## config.mk

```make
export PLATFORM = sky130hd
export DESIGN_NAME = vx_commit_writeback
export DESIGN_NICKNAME = d
export VERILOG_FILES = /design/src/rtl/vx_commit_writeback.sv
export SDC_FILE = /design/constraint.sdc
export NUM_CORES = 1
export LEC_CHECK = 0
export BUFFER_PORTS_ARGS = -buffer_cell sky130_fd_sc_hd__buf_2
export CAP_MARGIN = 40
export CORE_AREA = 2 2 407 409
export CTS_CLUSTER_SIZE = 25
export DETAILED_ROUTE_END_ITERATION = 12
export DIE_AREA = 0 0 409 411
export SYNTH_ARGS = -nofsm -noshare
export SYNTH_HDL_FRONTEND = slang
export SYNTH_SLANG_ARGS = --single-unit
```

## constraint.sdc

```tcl
create_clock -name clk -period 12.4 [get_ports clk]
set_input_delay 0.62 -clock clk [delete_from_list [all_inputs] [get_ports clk]]
set_output_delay 0.62 -clock clk [all_outputs]
set_load 0.01 [all_outputs]
```

## src/rtl/vx_commit_writeback.sv

```systemverilog
// vx_commit_writeback
//   Collects completed results from the execute units and serialises them
//   into one registered writeback stream for the GPR stage and scoreboard.
//   Sources are picked round-robin. Once a source starts a multi-beat result
//   (eop=0), it keeps the grant until its eop beat.
//
// Ports
//   clk, reset        clock; asynchronous active-low reset
//   req_valid/ready   per-source commit handshake (source i at bit i)
//   req_wid/tmask/PC/rd/data  per-source payload, source i at slice i
//   req_wb            1 = beat writes the register file, 0 = beat is dropped
//   req_eop           last beat of the instruction's result
//   wb_valid/ready    writeback handshake
//   wb_wid/tmask/PC/rd/data/eop  registered writeback payload
module vx_commit_writeback #(
   parameter int NUM_REQS    = 5,
   parameter int NUM_THREADS = 4,
   parameter int NW_BITS     = 2,
   parameter int PC_WIDTH    = 32,
   parameter int RD_BITS     = 5,
   parameter int DATA_WIDTH  = 32
) (
   input  logic                                   clk,
   input  logic                                   reset,
   input  logic [NUM_REQS-1:0]                    req_valid,
   input  logic [NUM_REQS*NW_BITS-1:0]            req_wid,
   input  logic [NUM_REQS*NUM_THREADS-1:0]        req_tmask,
   input  logic [NUM_REQS*PC_WIDTH-1:0]           req_PC,
   input  logic [NUM_REQS*RD_BITS-1:0]            req_rd,
   input  logic [NUM_REQS-1:0]                    req_wb,
   input  logic [NUM_REQS*NUM_THREADS*DATA_WIDTH-1:0] req_data,
   input  logic [NUM_REQS-1:0]                    req_eop,
   output logic [NUM_REQS-1:0]                    req_ready,
   output logic                                   wb_valid,
   input  logic                                   wb_ready,
   output logic [NW_BITS-1:0]                     wb_wid,
   output logic [NUM_THREADS-1:0]                 wb_tmask,
   output logic [PC_WIDTH-1:0]                    wb_PC,
   output logic [RD_BITS-1:0]                     wb_rd,
   output logic [NUM_THREADS*DATA_WIDTH-1:0]      wb_data,
   output logic                                   wb_eop
);

   localparam int IDX_W = (NUM_REQS > 1) ? $clog2(NUM_REQS) : 1;
   localparam int DW    = NUM_THREADS * DATA_WIDTH;
   localparam logic [IDX_W:0] NUM_REQS_W = (IDX_W+1)'(NUM_REQS);
   localparam logic [IDX_W-1:0] LAST_IDX = IDX_W'(NUM_REQS - 1);

   // Per-source views of the flattened payload buses
   logic [NW_BITS-1:0]     src_wid   [NUM_REQS];
   logic [NUM_THREADS-1:0] src_tmask [NUM_REQS];
   logic [PC_WIDTH-1:0]    src_pc    [NUM_REQS];
   logic [RD_BITS-1:0]     src_rd    [NUM_REQS];
   logic [DW-1:0]          src_data  [NUM_REQS];

   logic                   wb_valid_q, wb_valid_d;
   logic [NW_BITS-1:0]     wb_wid_q,   wb_wid_d;
   logic [NUM_THREADS-1:0] wb_tmask_q, wb_tmask_d;
   logic [PC_WIDTH-1:0]    wb_pc_q,    wb_pc_d;
   logic [RD_BITS-1:0]     wb_rd_q,    wb_rd_d;
   logic [DW-1:0]          wb_data_q,  wb_data_d;
   logic                   wb_eop_q,   wb_eop_d;
   logic [IDX_W-1:0]       rr_ptr_q,   rr_ptr_d;
   logic                   lock_q,     lock_d;
   logic [IDX_W-1:0]       lock_idx_q, lock_idx_d;

   logic [IDX_W-1:0]       grant_idx;
   logic                   grant_any;
   logic [IDX_W:0]         cand;
   logic                   out_free;
   logic                   fire;

   // The output register can take a beat when empty or being drained now.
   assign out_free = !wb_valid_q || wb_ready;
   // Gating with reset keeps every source stalled while reset is held.
   assign fire     = grant_any && out_free && reset;

   for (genvar gi = 0; gi < NUM_REQS; gi++) begin : g_src
      assign src_wid[gi]   = req_wid[gi*NW_BITS +: NW_BITS];
      assign src_tmask[gi] = req_tmask[gi*NUM_THREADS +: NUM_THREADS];
      assign src_pc[gi]    = req_PC[gi*PC_WIDTH +: PC_WIDTH];
      assign src_rd[gi]    = req_rd[gi*RD_BITS +: RD_BITS];
      assign src_data[gi]  = req_data[gi*DW +: DW];
      assign req_ready[gi] = fire && (grant_idx == IDX_W'(gi));
   end

   // Grant selection. Scanning the offsets from highest to lowest lets the
   // source closest to rr_ptr overwrite the others, giving the first valid
   // source at or after rr_ptr.
   always_comb begin
      grant_idx = '0;
      grant_any = 1'b0;
      cand      = '0;
      if (lock_q) begin
         grant_idx = lock_idx_q;
         grant_any = req_valid[lock_idx_q];
      end else begin
         for (int k = NUM_REQS - 1; k >= 0; k--) begin
            cand = {1'b0, rr_ptr_q} + (IDX_W+1)'(k);
            if (cand >= NUM_REQS_W) begin
               cand = cand - NUM_REQS_W;
            end
            if (req_valid[cand[IDX_W-1:0]]) begin
               grant_idx = cand[IDX_W-1:0];
               grant_any = 1'b1;
            end
         end
      end
   end

   always_comb begin
      wb_valid_d = wb_valid_q;
      wb_wid_d   = wb_wid_q;
      wb_tmask_d = wb_tmask_q;
      wb_pc_d    = wb_pc_q;
      wb_rd_d    = wb_rd_q;
      wb_data_d  = wb_data_q;
      wb_eop_d   = wb_eop_q;
      rr_ptr_d   = rr_ptr_q;
      lock_d     = lock_q;
      lock_idx_d = lock_idx_q;
      if (fire) begin
         if (req_wb[grant_idx]) begin
            wb_valid_d = 1'b1;
            wb_wid_d   = src_wid[grant_idx];
            wb_tmask_d = src_tmask[grant_idx];
            wb_pc_d    = src_pc[grant_idx];
            wb_rd_d    = src_rd[grant_idx];
            wb_data_d  = src_data[grant_idx];
            wb_eop_d   = req_eop[grant_idx];
         end else begin
            // A fire implies the register is empty or draining this cycle,
            // so a dropped beat always leaves it empty.
            wb_valid_d = 1'b0;
         end
         if (req_eop[grant_idx]) begin
            lock_d   = 1'b0;
            rr_ptr_d = (grant_idx == LAST_IDX) ? '0 : grant_idx + IDX_W'(1);
         end else begin
            lock_d     = 1'b1;
            lock_idx_d = grant_idx;
         end
      end else if (wb_ready) begin
         wb_valid_d = 1'b0;
      end
   end

   always_ff @(posedge clk or negedge reset) begin
      if (!reset) begin
         wb_valid_q <= 1'b0;
         wb_wid_q   <= '0;
         wb_tmask_q <= '0;
         wb_pc_q    <= '0;
         wb_rd_q    <= '0;
         wb_data_q  <= '0;
         wb_eop_q   <= 1'b0;
         rr_ptr_q   <= '0;
         lock_q     <= 1'b0;
         lock_idx_q <= '0;
      end else begin
         wb_valid_q <= wb_valid_d;
         wb_wid_q   <= wb_wid_d;
         wb_tmask_q <= wb_tmask_d;
         wb_pc_q    <= wb_pc_d;
         wb_rd_q    <= wb_rd_d;
         wb_data_q  <= wb_data_d;
         wb_eop_q   <= wb_eop_d;
         rr_ptr_q   <= rr_ptr_d;
         lock_q     <= lock_d;
         lock_idx_q <= lock_idx_d;
      end
   end

   assign wb_valid = wb_valid_q;
   assign wb_wid   = wb_wid_q;
   assign wb_tmask = wb_tmask_q;
   assign wb_PC    = wb_pc_q;
   assign wb_rd    = wb_rd_q;
   assign wb_data  = wb_data_q;
   assign wb_eop   = wb_eop_q;

`ifndef SYNTHESIS
   for (genvar gi = 0; gi < NUM_REQS; gi++) begin : g_chk
      a_src_stable: assert property (@(posedge clk) disable iff (!reset)
         (req_valid[gi] && !req_ready[gi]) |=>
            $stable({src_wid[gi], src_tmask[gi], src_pc[gi], src_rd[gi],
                     src_data[gi], req_wb[gi], req_eop[gi]}));
   end
   a_one_ready: assert property (@(posedge clk) disable iff (!reset)
      $onehot0(req_ready));
`endif

endmodule

```

==> impl_metrics.py, run 1 <==
metrics = {
    "die": {
        "rows": 149,
        "core-area_um2": 164000,
        "start_util_pct": 9.47,
        "die_h_um": 411,
        "die_w_um": 409,
        "pin_count": 1051,
        "die_area_um2": 168000,
    },
    "drt": {
        "drt.antenna.violating_nets": 0,
        "drtIter0Drc": 1758,
        "vias": 19609,
        "drc": 0,
        "wl_per_cell_um": 27.7,
        "first_pass_iters": 5,
        "wirelength_um": 132000,
        "drt-vias-per-instance": 4.11,
    },
    "cells_and_area": {
        "drive_above_1_share_pct": 51.7,
        "fin_cells": 4770,
        "nets": 3421,
        "areaGrowthSynthToFinish_pct": 52.7,
        "fillCellCount": 18765,
    },
    "worst_setup_path": {
        "cp-end-kind": "register",
        "cpPeakStageDelay_ps": 660,
        "cp_cell_sequence": "inv_1 > ha_1 > nand2b_1 > o32a_1 > nand2_1 > mux2_2 > o31ai_2 > o211ai_2 > nand2_4 > buf_4 > mux2i_1 > o221ai_4 > buf_4 > buf_4 > buf_16 > mux2_2",
        "worst_path_max_delay_cell": "dfrtp_1",
        "crit_arrival_ps": 6590,
        "cp_max_fo": 56,
        "critPathTopFamily": "buffers and inverters",
        "cp_num_buf_inv": 5,
        "worstPathRequired_ps": 12810,
        "cp-start-kind": "register",
        "timing.critical_path.mode_cell": "buf_4",
        "path_class": "register to register",
    },
    "timing": {
        "slew_violations": 0,
        "min_period_ps": 6180,
        "holdWs_ps": 483,
        "rsz0062_at_grt": "false",
        "slew_headroom_pct": 33.9,
        "tightest_slew_ps": 991,
        "finalCritPeriodShare_pct": 49.8,
        "fmax_mhz": 162,
        "fin_setup_tns_ps": 0,
        "hold_viol_final": 0,
        "finalSetupViolations": 0,
        "finClkSkew_ps": 22.5,
    },
    "yosys": {
        "postSynthCellCount": 1633,
        "async_flop_share_pct": 100,
        "yosysWarnings": 0,
        "synth-edff-count": 0,
        "synth_top_cell_area_share_pct": 29.0,
        "seq_area_frac_synth_pct": 29.0,
        "synth_seq_cells": 180,
        "synth_ff_type": "dfrtp_1",
        "syn_area_um2": 15500,
        "synthesis.nets": 2521,
        "syn_area_per_cell_um2": 9.50,
        "yosysUniqueCellTypes": 72,
        "yosys-top-cells-area": "dfrtp_1, mux2i_1, nand3_1, a32oi_1, o211ai_1",
        "yosys.area.top_type": "dfrtp_1",
    },
    "worst_hold_path": {
        "hp-class": "primary input to register",
    },
    "placed_design": {
        "finalWeightedCongestion": 0.950,
        "io_buffers": 1050,
        "place_inst": 4701,
        "dpl.hpwl_um": 110000,
    },
    "job": {
        "drv_cap": 0,
    },
    "global_route": {
        "grt_max_degree": 153,
        "grt_use_total_pct": 14.9,
        "antenna_found_initial": 109,
        "grt_pass1_vias": 18605,
        "grt_pass1_wl_um": 169000,
        "overflow": 0,
    },
    "clock_tree": {
        "numClockSinks": 180,
        "insertion_delay_ps": 530,
        "clockBufferDepth": 2,
        "cts_tree": "done",
        "cts_resized": 0,
        "clk_pin_slew_ps": 90,
        "cts_made_buffers": 17,
        "cts_root_buf": "clkbuf_16",
        "htreeDepth": 4,
    },
    "run_status": {
        "run_status": "complete, no violations",
    },
}
==> metal layers <==
layer	global-route usage [%]	wire length [µm]	vias up
li1	-	-	8365
met1	16.9	50000	9792
met2	24.2	62600	1082
met3	5.92	13000	290
met4	7.20	6080	80
met5	0	532	-
==> state kept, by name, indices dropped and copies added (netlist names) <==
name,flops
lock_idx_q,3
lock_q,1
rr_ptr_q,3
wb_PC,32
wb_data,128
wb_eop,1
wb_rd,5
wb_tmask,4
wb_valid,1
wb_wid,2
==> cell usage in the layout (no fill, tap or decap), types with 6 or more instances in the layout <==
cell type,count
and3_1,12
a21oi_1,15
clkbuf_16,17
mux2i_1,180
mux2_2,98
nand2_1,18
ha_1,14
inv_8,7
buf_2,1049
dfrtp_1,180
o211ai_1,174
o21ai_0,13
nand3_1,344
nor2b_1,6
nor3_1,6
nand2b_1,6
a32oi_1,172
buf_4,23
diode_2,35
mux2_4,79
inv_1,10
nor2_1,15
==> path summary, 6_finish.rpt <==
| check | end | slack (ps) | from | cells past startpoint |
|---|---|---|---|---|
| min in group asynchronous | wb_data[48] | 620 | reset | 2 |
| max reg2reg | wb_data[65] | 6220 | rr_ptr_q[1] | 16 |
| max | wb_data[65] | 6220 | rr_ptr_q[1] | 16 |
| min | wb_eop | 480 | req_wb[4] | 4 |
| min reg2reg | wb_data[27] | 510 | wb_data[27] | 1 |
| max in group asynchronous | wb_PC[13] | 10040 | reset | 4 |
==> cell families (layout without fill, tap and decap cells) <==
logic type      count (synthesis)  after routing  share of synthesized area, %
buf+inv                       214           1127                          6.10
mux                           363            363                          27.2
compound gates                428            428                          22.2
other cells                     0             35                             0
simple gates                  431            431                          14.1
flops                         180            180                          29.0
fa+ha+maj                      15             15                          1.26
xor+xnor                        2              2                         0.113
==> tightest hold or removal path: cells and delay by family <==
kind | cells | cell delay (ps)
compound gates | 2 | 190
buf+inv | 1 | 90
simple gates | 1 | 60
==> synthesized netlist by cell type, types with 3 or more instances <==
cell       instances
a211oi_1           5
a21boi_0           3
a21o_1             3
a21oi_1           15
a32oi_1          172
and2_1             5
and3_1            12
buf_1             27
buf_2             49
buf_6             11
clkbuf_1         113
dfrtp_1          180
ha_1              14
inv_1             11
mux2_2            98
mux2_4            79
mux2i_1          180
mux4_2             5
nand2_1           19
nand2b_1           6
nand3_1          344
nor2_1            15
nor2b_1            6
nor3_1             6
o211ai_1         174
o21ai_0           13
o221ai_1           4
o2bb2ai_1          4
o31ai_2            3
or2_2              3
or3_1              4
==> cell type report <==
cell class / count / area (µm²) / share of cell area [%]
Clock buffer: 17 / 425 / 1.80
Sequential cell: 180 / 4500 / 19.0
Timing Repair Buffer: 1081 / 5600 / 23.7
Clock inverter: 15 / 158 / 0.666
Antenna cell: 35 / 87.6 / 0.370
Tap cell: 2189 / 2740 / 11.6
Inverter: 14 / 75.1 / 0.317
Multi-Input combinational cell: 1239 / 10100 / 42.6
==> through the flow <==
| stage | util, % | worst slack (ps) | cell area, µm² |
|---|---|---|---|
| final | 14.5 | 6220 | 23700 |
| after global routing | 14.4 | 5890 | 23600 |
| after CTS | 14.4 | 6060 | 23600 |
| after detailed placement | 14.0 | 6270 | 23000 |
| after global placement | 14.0 | 6070 | 22900 |
| after floorplan | - | 7910 | 15500 |
==> what timing repair did <==
action	4_1_cts	5_1_grt
hold buffers	1	0
hold endpoints to repair	26	0
setup endpoints to repair	0	0
setup buffers	0	0
Power of run 1 is not shown: default switching activity piles up to over one toggle a cycle in this logic, so the estimate is an artifact.
==> run 2: changes to the inputs <==
--- a/config.mk
+++ b/config.mk
@@ -5,12 +5,13 @@
 export SDC_FILE = /design/constraint.sdc
 export NUM_CORES = 1
 export LEC_CHECK = 0
+export ABC_AREA = 1
 export BUFFER_PORTS_ARGS = -buffer_cell sky130_fd_sc_hd__buf_2
 export CAP_MARGIN = 40
-export CORE_AREA = 2 2 407 409
+export CORE_AREA = 2 2 404 406
 export CTS_CLUSTER_SIZE = 25
 export DETAILED_ROUTE_END_ITERATION = 12
-export DIE_AREA = 0 0 409 411
+export DIE_AREA = 0 0 406 408
 export SYNTH_ARGS = -nofsm -noshare
 export SYNTH_HDL_FRONTEND = slang
 export SYNTH_SLANG_ARGS = --single-unit
==> constraint.sdc (replaced) <==
create_clock -name clk -period 6.21 [get_ports clk]
set_input_delay 0.3105 -clock clk [delete_from_list [all_inputs] [get_ports clk]]
set_output_delay 0.3105 -clock clk [all_outputs]
set_load 0.01 [all_outputs]
==> run 2 against run 1 <==
  * Die area fell by 1.5%
  * First-iteration DRC count rose by 51%
  * Clock-buffer cell count rose by 2
  * Via count rose by 25%
  * Cell area rose by 2.7%
  * Non-clock buffer count rose by 18
  * Hold slack got worse by 410 ps
  * Setup slack got worse by 5300 ps
  * Core utilization rose by 0.60 points
  * Critical path type is now register to output port
  * Highest routed layer unchanged
==> impl_metrics.py, run 2 <==
metrics = {
    "yosys": {
        "synth_ff_type": "dfrtp_1",
        "syn_area_um2": 16100,
        "yosysWarnings": 0,
        "postSynthCellCount": 2775,
        "synthesis.nets": 3663,
        "synth_top_cell_area_share_pct": 33.4,
        "yosysUniqueCellTypes": 33,
        "synth-edff-count": 0,
        "async_flop_share_pct": 100,
        "syn_area_per_cell_um2": 5.81,
        "yosys.area.top_type": "nand3_1",
        "yosys-top-cells-area": "nand3_1, dfrtp_1, nand2_1, buf_2, clkbuf_1",
        "synth.most_common_cell": "nand2_1",
        "synthTopCellsByCount": "nand2_1, nand3_1, dfrtp_1, buf_2, clkbuf_1",
        "synth_seq_cells": 180,
        "seq_area_frac_synth_pct": 27.9,
    },
    "drt": {
        "first_pass_iters": 8,
        "wl_per_cell_um": 23.3,
        "wirelength_um": 136000,
        "drtIter0Drc": 2651,
        "drt-vias-per-instance": 4.17,
        "drc": 0,
        "vias": 24416,
        "drt.antenna.violating_nets": 0,
    },
    "worst_setup_path": {
        "crit_start": "rr_ptr_q[0]",
        "path_class": "register to output port",
        "cp-end-kind": "output port",
        "reg2reg_to": "wb_data[26]",
        "r2r-start": "rr_ptr_q[0]",
        "crit_arrival_ps": 5010,
        "cp-start-kind": "register",
        "rr_worst_depth": 25,
        "worstPathRequired_ps": 5900,
        "cp_max_fo": 57,
        "r2r_slack_ps": 1380,
    },
    "placed_design": {
        "dpl.hpwl_um": 109000,
        "finalWeightedCongestion": 1.04,
        "placed_cell_area_um2": 23600,
        "io_buffers": 1050,
        "place_ws_ps": 1220,
    },
    "worst_hold_path": {
        "holdPathEnd": "wb_data[89]",
        "holdCritStartpoint": "req_data[601]",
        "hp-class": "primary input to register",
        "worstHoldPathCells": 5,
    },
    "clock_tree": {
        "numClockSinks": 180,
        "cts_resized": 0,
        "cts_made_buffers": 17,
        "cts_root_buf": "clkbuf_16",
        "insertion_delay_ps": 560,
        "clk_pin_slew_ps": 100,
        "clockBufferDepth": 2,
        "cts_tree": "done",
        "cts_hold_buf": 2,
        "htreeDepth": 4,
        "postCtsSetupBuffers": 0,
    },
    "timing": {
        "fin_setup_tns_ps": 0,
        "slew_headroom_pct": 26.6,
        "finClkSkew_ps": 27.1,
        "layout_setup_ws_ps": 889,
        "slew_violations": 0,
        "hold_viol_final": 0,
        "min_period_ps": 5320,
        "fmax_mhz": 188,
        "tightest_slew_ps": 1100,
        "finalCritPeriodShare_pct": 85.7,
        "rsz0062_at_grt": "false",
        "finalSetupViolations": 0,
    },
    "global_route": {
        "grt_max_degree": 118,
        "grt_pass1_wl_um": 180000,
        "grt_use_total_pct": 15.7,
        "antenna_found_initial": 61,
        "overflow": 0,
        "grt_pass1_vias": 22234,
    },
    "cells_and_area": {
        "fillCellCount": 18956,
        "drive_above_1_share_pct": 31.4,
        "nets": 4528,
        "multi_input_area_um2": 10300,
        "largest_reg_flops": 128,
        "design_area_um2": 24300,
        "layout_common_cells": "nand2_1, nand3_1, buf_2",
        "regArea_um2": 4500,
        "final_common_cell": "nand2_1",
        "areaGrowthSynthToFinish_pct": 50.9,
    },
    "job": {
        "drv_cap": 0,
    },
    "die": {
        "die_area_um2": 166000,
        "die_h_um": 408,
        "pin_count": 1051,
        "die_w_um": 406,
        "core-area_um2": 162000,
        "start_util_pct": 9.97,
        "rows": 148,
    },
    "run_status": {
        "run_status": "complete, no violations",
    },
}
run 2: cell count changes after synthesis, moves of 7 or more:
cell | before | now
and3_1 | 12 | 0
nand3_1 | 344 | 1076
buf_2 | 49 | 113
mux2i_1 | 180 | 0
mux2_4 | 79 | 0
clkbuf_1 | 113 | 102
o211ai_1 | 174 | 3
inv_1 | 11 | 44
a32oi_1 | 172 | 0
nand2_1 | 19 | 1137
mux2_2 | 98 | 0
o21ai_1 | 2 | 9
a21oi_1 | 15 | 8
run 2: worst max-delay path by stage:
stage                     cells after the start  slack, ps      endpoint
after floorplan                              27       2500  req_ready[3]
after global placement                       25       1140   wb_data[26]
after detailed placement                     25       1220   wb_data[26]
after CTS                                    27        810  req_ready[4]
after global routing                         27        430  req_ready[0]
final                                        27        890  req_ready[0]
run 2: area by class of cell:
type	count	area share [%]
multi-input combinational	2295	42.5
timing repair buffer	1099	24.3
sequential	180	18.5
tap	2175	11.2
clock buffer	19	1.86
inverter	47	0.756
clock inverter	13	0.540
antenna	34	0.350
run 2: cell families after synthesis:
logic type	synth area share, %
and+or+nand+nor	60.7
adders and majority gates	1.21
xor gates and xnor gates	0.279
AOI/OAI and AO/OA	1.45
DFF	27.9
buffers and inverters	8.42
run 2: worst max-delay path, stage by stage (launching register included):
cell and delay [ps]:
dfrtp_1 360, buf_4 210, inv_2 170, ha_1 170, inv_1 60, fa_1 350
inv_1 100, nand2_1 70, nand2_1 100, o21ai_0 140, or2_2 300, nor2_1 90
inv_1 60, nand2_1 130, inv_2 50, nand2_1 60, inv_1 40, nand2_1 40
nand2_1 40, nand2_1 150, nand2_8 260, nand2_8 340, buf_4 430, inv_1 130
ha_1 250, nand2_1 100, nor2_1 50, buf_2 170
run 2: through the flow:
stage / hold slack, ps / utilization (%) / instances
global placement: 232 / 14.6 / 5793
CTS: 1.12 / 15.0 / 5828
detailed placement: 234 / 14.6 / 5794
floorplan: 14.9 / - / 2775
global route: 52.7 / 15.0 / 5852
finish: 69.4 / 15.1 / 5862
run 2: per-layer routing:
metal | global-route usage [%] | share of wire (%) | routed length [µm]
met1 | 18.9 | 40 | 54800
met2 | 26.4 | 48 | 65600
met3 | 4.48 | 8.3 | 11300
met4 | 5.75 | 3.2 | 4380
met5 | 0 | 0.18 | 242
Power of run 2 is left out for the same reason.
